--- src/rtl/risc_ctrl_seq.sv ---
// Control sequencer for the small RISC CPU: fetch/latch/execute strobes, retired count, HALT.
// Optional macro CTRL_ILLEGAL_TRAP_EN traps opcodes 0x6-0xE into HALT with a sticky illegal flag.
module risc_ctrl_seq #(
    parameter int OP_W  = 4,
    parameter int CNT_W = 8
) (
    input  logic             clk,
    input  logic             clr_n,
    input  logic             run,
    input  logic [OP_W-1:0]  ir_op,
    input  logic             ac_zero,
    output logic             mem_rd,
    output logic             ir_load,
    output logic             pc_inc,
    output logic             pc_load,
    output logic             pc_clr,
    output logic             ac_load,
    output logic             ac_inc,
    output logic             ac_clr,
    output logic             halted,
    output logic             illegal,
    output logic [CNT_W-1:0] instr_cnt
);

    typedef enum logic [2:0] {
        S_INIT  = 3'd0,
        S_FETCH = 3'd1,
        S_LATCH = 3'd2,
        S_EXEC  = 3'd3,
        S_HALT  = 3'd4
    } state_t;

    state_t           state_q, state_d;
    logic [CNT_W-1:0] cnt_q, cnt_d;
`ifdef CTRL_ILLEGAL_TRAP_EN
    logic             illegal_q, illegal_d;
`endif

    always_comb begin
        state_d = state_q;
        cnt_d   = cnt_q;
`ifdef CTRL_ILLEGAL_TRAP_EN
        illegal_d = illegal_q;
`endif
        mem_rd  = 1'b0;
        ir_load = 1'b0;
        pc_inc  = 1'b0;
        pc_load = 1'b0;
        pc_clr  = 1'b0;
        ac_load = 1'b0;
        ac_inc  = 1'b0;
        ac_clr  = 1'b0;
        halted  = 1'b0;
        case (state_q)
            // The clear pulse waits for reset release so nothing fires while held in INIT.
            S_INIT: begin
                pc_clr  = clr_n;
                ac_clr  = clr_n;
                state_d = S_FETCH;
            end
            S_FETCH: begin
                if (run) begin
                    mem_rd  = 1'b1;
                    state_d = S_LATCH;
                end
            end
            S_LATCH: begin
                ir_load = 1'b1;
                pc_inc  = 1'b1;
                state_d = S_EXEC;
            end
            S_EXEC: begin
                cnt_d   = cnt_q + CNT_W'(1);
                state_d = S_FETCH;
                case (ir_op)
                    OP_W'(4'h0): ;
                    OP_W'(4'h1): ac_load = 1'b1;
                    OP_W'(4'h2): ac_clr  = 1'b1;
                    OP_W'(4'h3): ac_inc  = 1'b1;
                    OP_W'(4'h4): pc_load = 1'b1;
                    OP_W'(4'h5): pc_load = ac_zero;
                    OP_W'(4'hF): state_d = S_HALT;
                    default: begin
`ifdef CTRL_ILLEGAL_TRAP_EN
                        illegal_d = 1'b1;
                        state_d   = S_HALT;
`endif
                    end
                endcase
            end
            S_HALT: halted = 1'b1;
            default: state_d = S_INIT;
        endcase
    end

    always_ff @(posedge clk) begin
        if (!clr_n) begin
            state_q <= S_INIT;
            cnt_q   <= '0;
`ifdef CTRL_ILLEGAL_TRAP_EN
            illegal_q <= 1'b0;
`endif
        end else begin
            state_q <= state_d;
            cnt_q   <= cnt_d;
`ifdef CTRL_ILLEGAL_TRAP_EN
            illegal_q <= illegal_d;
`endif
        end
    end

`ifdef CTRL_ILLEGAL_TRAP_EN
    assign illegal = illegal_q;
`else
    assign illegal = 1'b0;
`endif
    assign instr_cnt = cnt_q;

endmodule

--- config.mk ---
export PLATFORM = sky130hd
export DESIGN_NAME = risc_ctrl_seq
export DESIGN_NICKNAME = d
export VERILOG_FILES = /design/src/rtl/risc_ctrl_seq.sv
export SDC_FILE = /design/constraint.sdc
export NUM_CORES = 1
export LEC_CHECK = 0
export CORE_MARGIN = 2
export CORE_UTILIZATION = 39
export CTS_BUF_LIST = sky130_fd_sc_hd__clkbuf_16
export DETAILED_ROUTE_END_ITERATION = 10
export HOLD_SLACK_MARGIN = 0.03
export PLACE_DENSITY = 0.73
export SLEW_MARGIN = 0
export SYNTH_ARGS = -nofsm -noshare
export SYNTH_HDL_FRONTEND = slang
export SYNTH_SLANG_ARGS = --single-unit
--- constraint.sdc ---
create_clock -name clk -period 1.7 [get_ports clk]
set_input_delay 0.34 -clock clk [delete_from_list [all_inputs] [get_ports clk]]
set_output_delay 0.34 -clock clk [all_outputs]
set_load 0.03 [all_outputs]
==> results.toml <==
[outcome]
status = "finished with violations"
violations = "setup timing"

[worst_setup_path]
worst_path_max_delay_cell = "or3_4"
r2r_cells = 4
crit_family = "simple AND/OR/NAND/NOR gates"
crit_fanout = 3
r2r_start = "state_q[2]$_SDFFE_PN0P_"
r2r_slack_ns = 0.31
critical_path.cell_chain = "nand3b_4 -> or3_4 -> nor3b_4 -> buf_6"
path_class = "flop to output pin"
arrival_ns = 1.44
max_stage_delay_ns = 0.37
r2r_end = "instr_cnt[7]$_SDFFE_PN0N_"
required_ns = 1.36
crit_start = "state_q[2]$_SDFFE_PN0P_"
crit_buf_inv = 1
critPathCaptureType = "output pin"
crit_path_start_kind = "flop"

[cells_and_area]
fin_cells = 118
n_fill_cell = 103
drive_above_1_share = 0.311
layout_common_cells = "buf_4, clkdlybuf4s50_1, dfxtp_1"
nets = 113
final_common_cell = "buf_4"
seq_area_um2 = 229
multi_input_area_um2 = 373
diodes = 0
syn_to_final_growth_pct = 77.8

[clock_tree]
h-tree-depth = 1
cts_root_buffer = "clkbuf_16"
numCtsBuffers = 3
clk_pin_slew_worst_paths_ns = 0.04
cts.sinks = 11
clk_latency_ns = 0.24
tritoncts = "done"
cts.hold.buffers_added = 0
clockBufferDepth = 2

[floorplanning]
die_area_um2 = 1800
num_rows = 13
core_area_um2 = 1330
die_height_um = 42.4
die_width_um = 42.4
boundaryPins = 26
initial_utilization = 0.432

[global_route]
met1_usage = 0.210
antenna_found_initial = 0
grt_pass1_vias = 577
grt_max_degree = 11
grt_use_met2 = 0.305
grt_overflow = 0
grtUsageMet3 = 0.0690
busiest_layer = "met2"
grt_pass1_wl_mm = 2.48
grt_usage = 0.181

[sta]
setup_tns_ns = -0.135
fin_skew_ns = 0.00368
worst_slack_ns = -0.0764
period_share = 1.04
setup_viol = 2
period_minus_slack_ns = 1.78
slew_violations = 0
max_freq_ghz = 0.563
finalHoldViolations = 0
rsz0062_at_grt = "yes"

[synthesis]
synth-seq-cells = 11
synth-edff-count = 0
synth-main-ff-cell = "dfxtp_1"
synth_top_area_frac = 0.383
async_reset_ff_frac = 0
synth_cell_types = 27
synth.area.top_cells = "dfxtp_1, a21oi_1, nor2_1"
ys_seq_area_frac = 0.383
ys.warnings.count = 0
syn_inst = 68
synth_nets = 77
syn_area_per_cell_um2 = 8.46
yosysTopAreaCell = "dfxtp_1"
synth_area_um2 = 576

[placed_design]
dp_cells = 113
io_buffer_count = 24
gp_congestion = 0.751
dpl.hpwl_mm = 1.12

[routing]
drc = 0
drt-pass1-iter-count = 3
wl_per_cell_um = 12.9
drt-vias-per-instance = 5.31
first_iter_violations = 12
ant_nets = 0
wl_mm = 1.52
dr_total_vias = 627

[min_path]
holdPathStages = 2
worstHoldStart = "instr_cnt[7]$_SDFFE_PN0N_"
hold-path-endpoint = "instr_cnt[7]$_SDFFE_PN0N_"
hp-class = "flop to flop"

[run]
maxCapViolCount = 0

[power_and_ir_drop]
leakage_nw = 0.494
p_total_uw = 798
power.density_nw_per_um2 = 780
ir_drop_mv = 0.625
flip-flops by register name (all words and copies together) (netlist names):
signal,cells
instr_cnt,8
state_q,3
worst max-delay path by stage:
stage	endpoint	slack, ns	cells after the start
floorplan	pc_load	-0.01	3
global placement	ac_load	-0.19	4
detailed placement	ac_load	-0.20	4
CTS	ac_load	-0.12	4
global route	ac_load	-0.14	4
finish	ac_load	-0.08	4
tightest hold or removal path, cell delays in order (launching register included):
cell and delay, ns:
dfxtp_1 0.32, o31ai_1 0.07, a21oi_1 0.07
synthesized netlist by cell type, types with 2 or more instances:
| library cell | number |
|---|---|
| or3_1 | 4 |
| nor2_1 | 7 |
| mux2i_1 | 2 |
| o21ai_0 | 3 |
| inv_1 | 3 |
| buf_4 | 2 |
| o31ai_1 | 2 |
| nor3b_1 | 2 |
| or4_1 | 2 |
| a21oi_1 | 7 |
| nand2_1 | 3 |
| dfxtp_1 | 11 |
| xor2_1 | 2 |
| nand4_1 | 3 |
| nand2b_1 | 3 |
power breakdown:
part	switching, mW	internal, mW	leakage, nW
sequential	0.00698	0.262	0.0908
clock	0.112	0.308	0.0423
combinational	0.0555	0.0527	0.361
total	0.175	0.623	0.494
layout make-up:
| cell class | count | area share |
|---|---|---|
| sequential | 11 | 0.224 |
| clock buffer | 3 | 0.0733 |
| multi-input combinational | 51 | 0.364 |
| timing repair buffer | 34 | 0.306 |
| inverter | 3 | 0.0110 |
| clock inverter | 1 | 0.00367 |
| tap | 15 | 0.0183 |
timing repair:
action / 4_1_cts / 5_1_grt
setup endpoints to repair: 4 / 7
buffers inserted: 1 / 0
cloned: 0 / 0
pin swaps: 2 / 2
resized for setup: 5 / 5
stage by stage:
step | worst slack, ns | hold WS (ns) | utilization | area [µm²]
after CTS | -0.117 | 0.498 | 0.750 | 1000
after floorplan | -0.0147 | 0.457 | - | 624
final | -0.0764 | 0.510 | 0.767 | 1020
after global placement | -0.188 | 0.465 | 0.676 | 902
after global routing | -0.142 | 0.541 | 0.767 | 1020
after detailed placement | -0.195 | 0.491 | 0.676 | 902
cells by family (layout without fill, tap and decap cells):
group,count (synthesis),count (layout),share of synthesized area
other,1,1,0.00652
adder cells (fa/ha/maj),1,1,0.0217
flip-flops,11,11,0.383
AO/OA/AOI/OAI,15,15,0.154
AND/OR/NAND/NOR,30,30,0.304
XOR/XNOR,2,2,0.0304
multiplexers,2,2,0.0348
buffers and inverters,6,41,0.0652
metal layers:
layer | wire length [µm] | up-vias
met5 | 0 | -
met4 | 16 | 0
met3 | 93 | 2
met2 | 736 | 16
met1 | 671 | 297
li1 | - | 312
Power figures use the tool's default switching activity.
